===== src/rtl/output_accumulation_buffer_pkg.sv =====
// Output accumulation buffer: shared state enum and helpers.
// Address composition is shared so producers agree on the map layout.
package output_accumulation_buffer_pkg;

  typedef enum logic [1:0] {
    CLEAR,
    ACCUM,
    FLUSH,
    DRAIN
  } oab_state_e;

  function automatic int unsigned idx_w(
    input int unsigned n
  );
    return (n > 1) ? $clog2(n) : 1;
  endfunction

  function automatic int unsigned oab_addr(
    input int unsigned ch,
    input int unsigned h,
    input int unsigned w,
    input int unsigned oh,
    input int unsigned ow
  );
    return (ch * oh + h) * ow + w;
  endfunction

endpackage


===== src/rtl/output_accumulation_buffer_acc_rmw_pipe.sv =====
// Two-stage read-modify-write accumulator around the map storage.
// Ports: acc_* accumulate request, zero_* clear write, ext_raddr drain read, rdata, busy.
module acc_rmw_pipe #(
  parameter int VAL_W = 32,
  parameter int ACC_W = 32,
  parameter int DEPTH = 64,
  parameter int A_W   = 6
) (
  input  logic             clock,
  input  logic             reset,
  input  logic             acc_en,
  input  logic [A_W-1:0]   acc_addr,
  input  logic [VAL_W-1:0] acc_val,
  input  logic             zero_en,
  input  logic [A_W-1:0]   zero_addr,
  input  logic [A_W-1:0]   ext_raddr,
  output logic [ACC_W-1:0] rdata,
  output logic             busy
);

  logic             s1_v;
  logic             s2_v;
  logic [A_W-1:0]   s1_addr;
  logic [A_W-1:0]   s2_addr;
  logic [VAL_W-1:0] s1_val;
  logic [VAL_W-1:0] s2_val;
  logic             fwd_q;
  logic [ACC_W-1:0] fwd_sum;
  logic [ACC_W-1:0] mem_q;
  logic [ACC_W-1:0] base;
  logic [ACC_W-1:0] sum;
  logic [ACC_W-1:0] mem [DEPTH];
  logic [A_W-1:0]   raddr;
  logic [A_W-1:0]   waddr;
  logic [ACC_W-1:0] wdata;
  logic             we;

  always_ff @(posedge clock) begin
    if (reset) begin
      s1_v  <= 1'b0;
      s2_v  <= 1'b0;
      fwd_q <= 1'b0;
    end else begin
      s1_v  <= acc_en;
      s2_v  <= s1_v;
      // S2 writes this cycle, so S1's read would see stale data
      fwd_q <= s1_v && s2_v && (s2_addr == s1_addr);
    end
  end

  always_ff @(posedge clock) begin
    s1_addr <= acc_addr;
    s1_val  <= acc_val;
    s2_addr <= s1_addr;
    s2_val  <= s1_val;
    fwd_sum <= sum;
  end

  always_comb begin
    base  = fwd_q ? fwd_sum : mem_q;
    sum   = base + ACC_W'($signed(s2_val));
    raddr = s1_v ? s1_addr : ext_raddr;
    we    = s2_v | zero_en;
    waddr = s2_v ? s2_addr : zero_addr;
    wdata = s2_v ? sum : '0;
  end

  always_ff @(posedge clock) begin
    if (we) begin
      mem[waddr] <= wdata;
    end
    mem_q <= mem[raddr];
  end

  assign rdata = mem_q;
  assign busy  = s1_v | s2_v;

endmodule


===== src/rtl/output_accumulation_buffer.sv =====
// Accumulates PE partial sums into an output map and drains it as a stream.
// Ports: in_* PE write side, start_drain, out_* drain stream, drain_done, drop_count.
module output_accumulation_buffer
  import output_accumulation_buffer_pkg::*;
#(
  parameter  int VAL_W = 32,
  parameter  int ACC_W = 32,
  parameter  int OUT_C = 4,
  parameter  int OUT_H = 4,
  parameter  int OUT_W = 4,
  localparam int C_LOG = idx_w(OUT_C),
  localparam int H_LOG = idx_w(OUT_H),
  localparam int W_LOG = idx_w(OUT_W),
  localparam int DEPTH = OUT_C * OUT_H * OUT_W,
  localparam int A_W   = idx_w(DEPTH)
) (
  input  logic             clock,
  input  logic             reset,
  input  logic             in_en,
  input  logic [C_LOG-1:0] in_ch,
  input  logic [H_LOG-1:0] in_h,
  input  logic [W_LOG-1:0] in_w,
  input  logic [VAL_W-1:0] in_val,
  output logic             in_ready,
  input  logic             start_drain,
  output logic             out_valid,
  input  logic             out_ready,
  output logic [ACC_W-1:0] out_data,
  output logic [C_LOG-1:0] out_ch,
  output logic [H_LOG-1:0] out_h,
  output logic [W_LOG-1:0] out_w,
  output logic             drain_done,
  output logic [15:0]      drop_count
);

  oab_state_e       state;
  oab_state_e       state_n;
  logic [A_W-1:0]   clr_ptr;
  logic [A_W-1:0]   p;
  logic [C_LOG-1:0] dc;
  logic [H_LOG-1:0] dh;
  logic [W_LOG-1:0] dw;
  logic [15:0]      drop_q;
  logic             done_q;

  logic [31:0]      ch_x;
  logic [31:0]      h_x;
  logic [31:0]      w_x;
  logic             in_range;
  logic             acc_en;
  logic             drop;
  logic [A_W-1:0]   acc_addr;
  logic             hs;
  logic             last;
  logic             zero_en;
  logic [A_W-1:0]   zero_addr;
  logic [A_W-1:0]   ext_raddr;
  logic [ACC_W-1:0] rdata;
  logic             busy;

  always_comb begin
    ch_x     = 32'(in_ch);
    h_x      = 32'(in_h);
    w_x      = 32'(in_w);
    in_range = (ch_x < OUT_C) && (h_x < OUT_H) && (w_x < OUT_W);
    in_ready = (state == ACCUM);
    acc_en   = in_en && in_ready && in_range;
    drop     = in_en && !acc_en;
    acc_addr = A_W'(oab_addr(ch_x, h_x, w_x, OUT_H, OUT_W));
    hs       = (state == DRAIN) && out_ready;
    last     = (p == A_W'(DEPTH - 1));
  end

  always_comb begin
    state_n   = state;
    zero_en   = 1'b0;
    zero_addr = clr_ptr;
    ext_raddr = p;
    unique case (state)
      CLEAR: begin
        zero_en = 1'b1;
        if (clr_ptr == A_W'(DEPTH - 1)) begin
          state_n = ACCUM;
        end
      end
      ACCUM: begin
        if (start_drain) begin
          state_n = FLUSH;
        end
      end
      FLUSH: begin
        // prefetch entry 0 so DRAIN presents it on its first cycle
        ext_raddr = '0;
        if (!busy) begin
          state_n = DRAIN;
        end
      end
      DRAIN: begin
        if (hs) begin
          zero_en   = 1'b1;
          zero_addr = p;
          ext_raddr = p + A_W'(1);
          if (last) begin
            state_n = ACCUM;
          end
        end
      end
    endcase
  end

  always_ff @(posedge clock) begin
    if (reset) begin
      state   <= CLEAR;
      clr_ptr <= '0;
      p       <= '0;
      dc      <= '0;
      dh      <= '0;
      dw      <= '0;
      drop_q  <= '0;
      done_q  <= 1'b0;
    end else begin
      state  <= state_n;
      done_q <= hs && last;
      if (state == CLEAR && state_n == CLEAR) begin
        clr_ptr <= clr_ptr + A_W'(1);
      end else begin
        clr_ptr <= '0;
      end
      if (drop && drop_q != 16'hFFFF) begin
        drop_q <= drop_q + 16'd1;
      end
      if (state == FLUSH) begin
        p  <= '0;
        dc <= '0;
        dh <= '0;
        dw <= '0;
      end else if (hs) begin
        p <= p + A_W'(1);
        if (dw == W_LOG'(OUT_W - 1)) begin
          dw <= '0;
          if (dh == H_LOG'(OUT_H - 1)) begin
            dh <= '0;
            if (dc == C_LOG'(OUT_C - 1)) begin
              dc <= '0;
            end else begin
              dc <= dc + C_LOG'(1);
            end
          end else begin
            dh <= dh + H_LOG'(1);
          end
        end else begin
          dw <= dw + W_LOG'(1);
        end
      end
    end
  end

  acc_rmw_pipe #(
    .VAL_W (VAL_W),
    .ACC_W (ACC_W),
    .DEPTH (DEPTH),
    .A_W   (A_W)
  ) u_rmw (
    .clock     (clock),
    .reset     (reset),
    .acc_en    (acc_en),
    .acc_addr  (acc_addr),
    .acc_val   (in_val),
    .zero_en   (zero_en),
    .zero_addr (zero_addr),
    .ext_raddr (ext_raddr),
    .rdata     (rdata),
    .busy      (busy)
  );

  assign out_valid  = (state == DRAIN);
  assign out_data   = out_valid ? rdata : '0;
  assign out_ch     = out_valid ? dc : '0;
  assign out_h      = out_valid ? dh : '0;
  assign out_w      = out_valid ? dw : '0;
  assign drain_done = done_q;
  assign drop_count = drop_q;

endmodule


===== config.mk =====
export PLATFORM = sky130hd
export DESIGN_NAME = output_accumulation_buffer
export DESIGN_NICKNAME = d
export VERILOG_FILES = /design/src/rtl/output_accumulation_buffer_pkg.sv /design/src/rtl/output_accumulation_buffer_acc_rmw_pipe.sv /design/src/rtl/output_accumulation_buffer.sv
export SDC_FILE = /design/constraint.sdc
export NUM_CORES = 2
export LEC_CHECK = 0
export CAP_MARGIN = 5
export CORE_ASPECT_RATIO = 0.8
export CORE_UTILIZATION = 40
export CTS_CLUSTER_DIAMETER = 150
export DETAILED_ROUTE_END_ITERATION = 12
export PLACE_DENSITY = 0.61
export SYNTH_ARGS = -nofsm -noshare
export SYNTH_HDL_FRONTEND = slang
export SYNTH_SLANG_ARGS = --single-unit

===== constraint.sdc =====
create_clock -name clock -period 8.09 [get_ports clock]
set_input_delay 1.618 -clock clock [delete_from_list [all_inputs] [get_ports clock]]
set_output_delay 1.618 -clock clock [all_outputs]
set_load 0.01 [all_outputs]

==> impl_metrics.csv <==
group,metric,value,unit
outcome,outcome,"finished clean",
power,p_per_area,265.2,nW/um^2
floorplan,die_area,229400,um^2
power,p_leak,29.12,nW
worst_setup_path,crit_path_cell_trace,"clkdlybuf4s50_1 -> xnor2_1 -> o311ai_4 -> buf_12 -> buf_12 -> buf_4 -> mux2i_1 -> mux2i_1 -> mux2i_1 -> mux2i_1 -> mux2i_1 -> mux2i_1",
timing,slew-limit-headroom,0.06396,
layout,fin_cells,8530,
place,routabilityCongestion,0.8356,
synthesis,netlist_instances,5127,
grt,grtUsageTotal,0.2047,
power,power,0.02734,W
clocking,clock_latency,0.91,ns
synthesis,synth_ff_type,"edfxtp_1",
timing,fin_ws,1.898,ns
clocking,cts_buffers,219,
floorplan,core,226000,um^2
clocking,post_cts_resized,0,
timing,setup_viol,0,
layout,drive_above_1_share,0.1063,
synthesis,synth_most_common_cell,"edfxtp_1",
layout,fillers,19236,
synthesis,async_flop_share,0,
layout,nNetsFinal,5429,
worst_setup_path,arrival,6.94,ns
grt,grt_pass1_wl,335500,um
routing,antenna_left,0,
worst_setup_path,cpLargestDelayFamily,"buffers and inverters",
power,ir_worst_vdd,0.1928,mV
timing,fmax,161.5,MHz
grt,grt_pass1_vias,44597,
routing,wirelength,239300,um
synthesis,synth_area_leaders,"edfxtp_1, mux2i_1, dfxtp_1",
synthesis,syn_area,90990,um^2
synthesis,synth_edf_count,2048,
worst_setup_path,cpMostUsedCell,"mux2i_1",
routing,wl_per_cell,28.06,um
hold_path,holdCritPathClass,"register to register",
worst_setup_path,worstSetupPathType,"input pin to register",
place,numPortBuffers,99,
clocking,cts.path.max_buffers,4,
place,dp.cells,8123,
synthesis,syn_avg_cell_area,17.75,um^2
worst_setup_path,critPathBufInv,4,
synthesis,ys_seq_area_frac,0.7155,
grt,antenna_found_initial,17,
clocking,cts_root_buf,"clkbuf_16",
worst_setup_path,cp_max_fo,97,
clocking,htree_num_levels,4,
place,pre_cts_slack,1.278,ns
layout,area_growth,13.32,%
worst_setup_path,cp.required,8.83,ns
routing,drcViolationCount,0,
timing,hold_viol_final,0,
worst_setup_path,slowest_stage,"clkdlybuf4s50_1",
synthesis,synth_common_cells,"edfxtp_1, mux2i_1, dfxtp_1",
timing,layout_min_cycle_time,6.192,ns
floorplan,die_y,428.6,um
clocking,path_clk_slew,0.06,ns
floorplan,io_pins,100,
place,dp_hpwl,140100,um
clocking,cts_tree,"done",
routing,drt-initial-drc-count,4739,
timing,rsz0062_at_grt,"no",
worst_setup_path,crit_path_max_incr_delay,0.88,ns
synthesis,yosys.area.top_type,"edfxtp_1",
routing,vias_per_cell,5.427,
synthesis,synth_seq_cells,2228,
synthesis,syn-num-nets,5213,
timing,drv_slew,0,
clocking,clkSinkCount,2228,
synthesis,synthDistinctLibCells,61,
routing,firstDrtPassIters,6,
worst_setup_path,startpoint_type,"input pin",
floorplan,rows,156,
floorplan,die-width,535.2,um
timing,skew,0.09024,ns
floorplan,start_util,0.4026,
grt,grt_max_degree,122,
timing,fin_crit_sh,0.7654,
clocking,postCtsSetupBuffers,0,
synthesis,netlist.area_leader.share,0.6759,
routing,via_count,46290,
timing,tns,0,ns
grt,grt-ovfl-total,0,
clocking,holdBufCountCts,0,
timing,worstMarginPinSlew,1.404,ns
run,drv_cap,0,
synthesis,yosys_warnings,0,
worst_setup_path,end_kind,"register",
## metrics by stage
step	util	instance area, um^2	hold WS [ns]
global placement	0.4254	96140	0.3114
global route	0.4561	103100	0.3364
CTS	0.4560	103100	0.3290
floorplan	-	90990	0.3096
detailed placement	0.4254	96140	0.3121
finish	0.4562	103100	0.3266
## cell usage in the layout (no fill, tap or decap), types with 27 or more instances in the layout
cell and count:
dfxtp_1 178, mux2i_1 2024, xnor2_1 27, xor2_1 29, clkdlybuf4s50_1 99, edfxtp_1 2048
clkinv_2 29, nand2_1 65, buf_4 126, nor2_1 61, clkbuf_1 70, mux2_2 34
a21oi_1 40, clkinv_1 38, and2_1 40, clkbuf_16 223, nor2_4 64, ha_1 41
## area by class of cell
cell class                 instances  area [um^2]  share of cell area
timing repair buffer             248         2405             0.02332
clock inverter                    94        893.4            0.008664
clock buffer                     307         6036             0.05854
inverter                          14        52.55           0.0005096
multi-input combinational       2632        24850              0.2410
antenna                            5        12.51           0.0001213
tap                             3002         3756             0.03643
sequential                      2228        65100              0.6314
## final timing paths
check	startpoint	endpoint	slack, ns	cells after the start
worst max-delay path	out_ready	u_rmw.rdata[6]	1.90	12
worst min-delay path	u_rmw.s1_val[2]	u_rmw.s2_val[2]	0.33	0
worst max register to register	state[0]	u_rmw.rdata[6]	2.03	12
worst min register to register	u_rmw.s1_val[2]	u_rmw.s2_val[2]	0.33	0
## cell families (layout without fill, tap and decap cells)
| group | Yosys count | count (layout) | share of synthesized area |
|---|---|---|---|
| xor gates and xnor gates | 56 | 56 | 0.005390 |
| AOI/OAI and AO/OA | 141 | 141 | 0.01009 |
| and+or+nand+nor | 331 | 331 | 0.01730 |
| adders and majority gates | 43 | 43 | 0.005995 |
| other | 0 | 5 | 0 |
| DFF | 2228 | 2228 | 0.7155 |
| buffers and inverters | 267 | 663 | 0.01856 |
| muxes | 2061 | 2061 | 0.2272 |
## flip-flops by register name (all words and copies together), names as in the netlist, 2 cells and up
signal         cells
u_rmw.fwd_sum     32
p                  6
dh                 2
state              2
drop_count        16
clr_ptr            6
u_rmw.s1_addr      6
u_rmw.s2_addr      6
dc                 2
u_rmw.s2_val      32
dw                 2
u_rmw.rdata       32
u_rmw.mem       2048
u_rmw.s1_val      32
## per-layer routing
layer | track usage | part of all wire | up-vias
li1 | - | - | 20386
met1 | 0.3122 | 0.47 | 24066
met2 | 0.2993 | 0.43 | 1556
met3 | 0.04328 | 0.085 | 282
met4 | 0.04250 | 0.019 | 0
met5 | 0 | 0 | -
## where the power goes
group | switching, W | internal (W) | leakage (nW)
clock network | 0.00430 | 0.00570 | 3.38
logic | 0.00253 | 0.00138 | 7.37
registers | 0.000454 | 0.0130 | 18.4
total | 0.00728 | 0.0201 | 29.1
(Power assumes the default switching activity.)
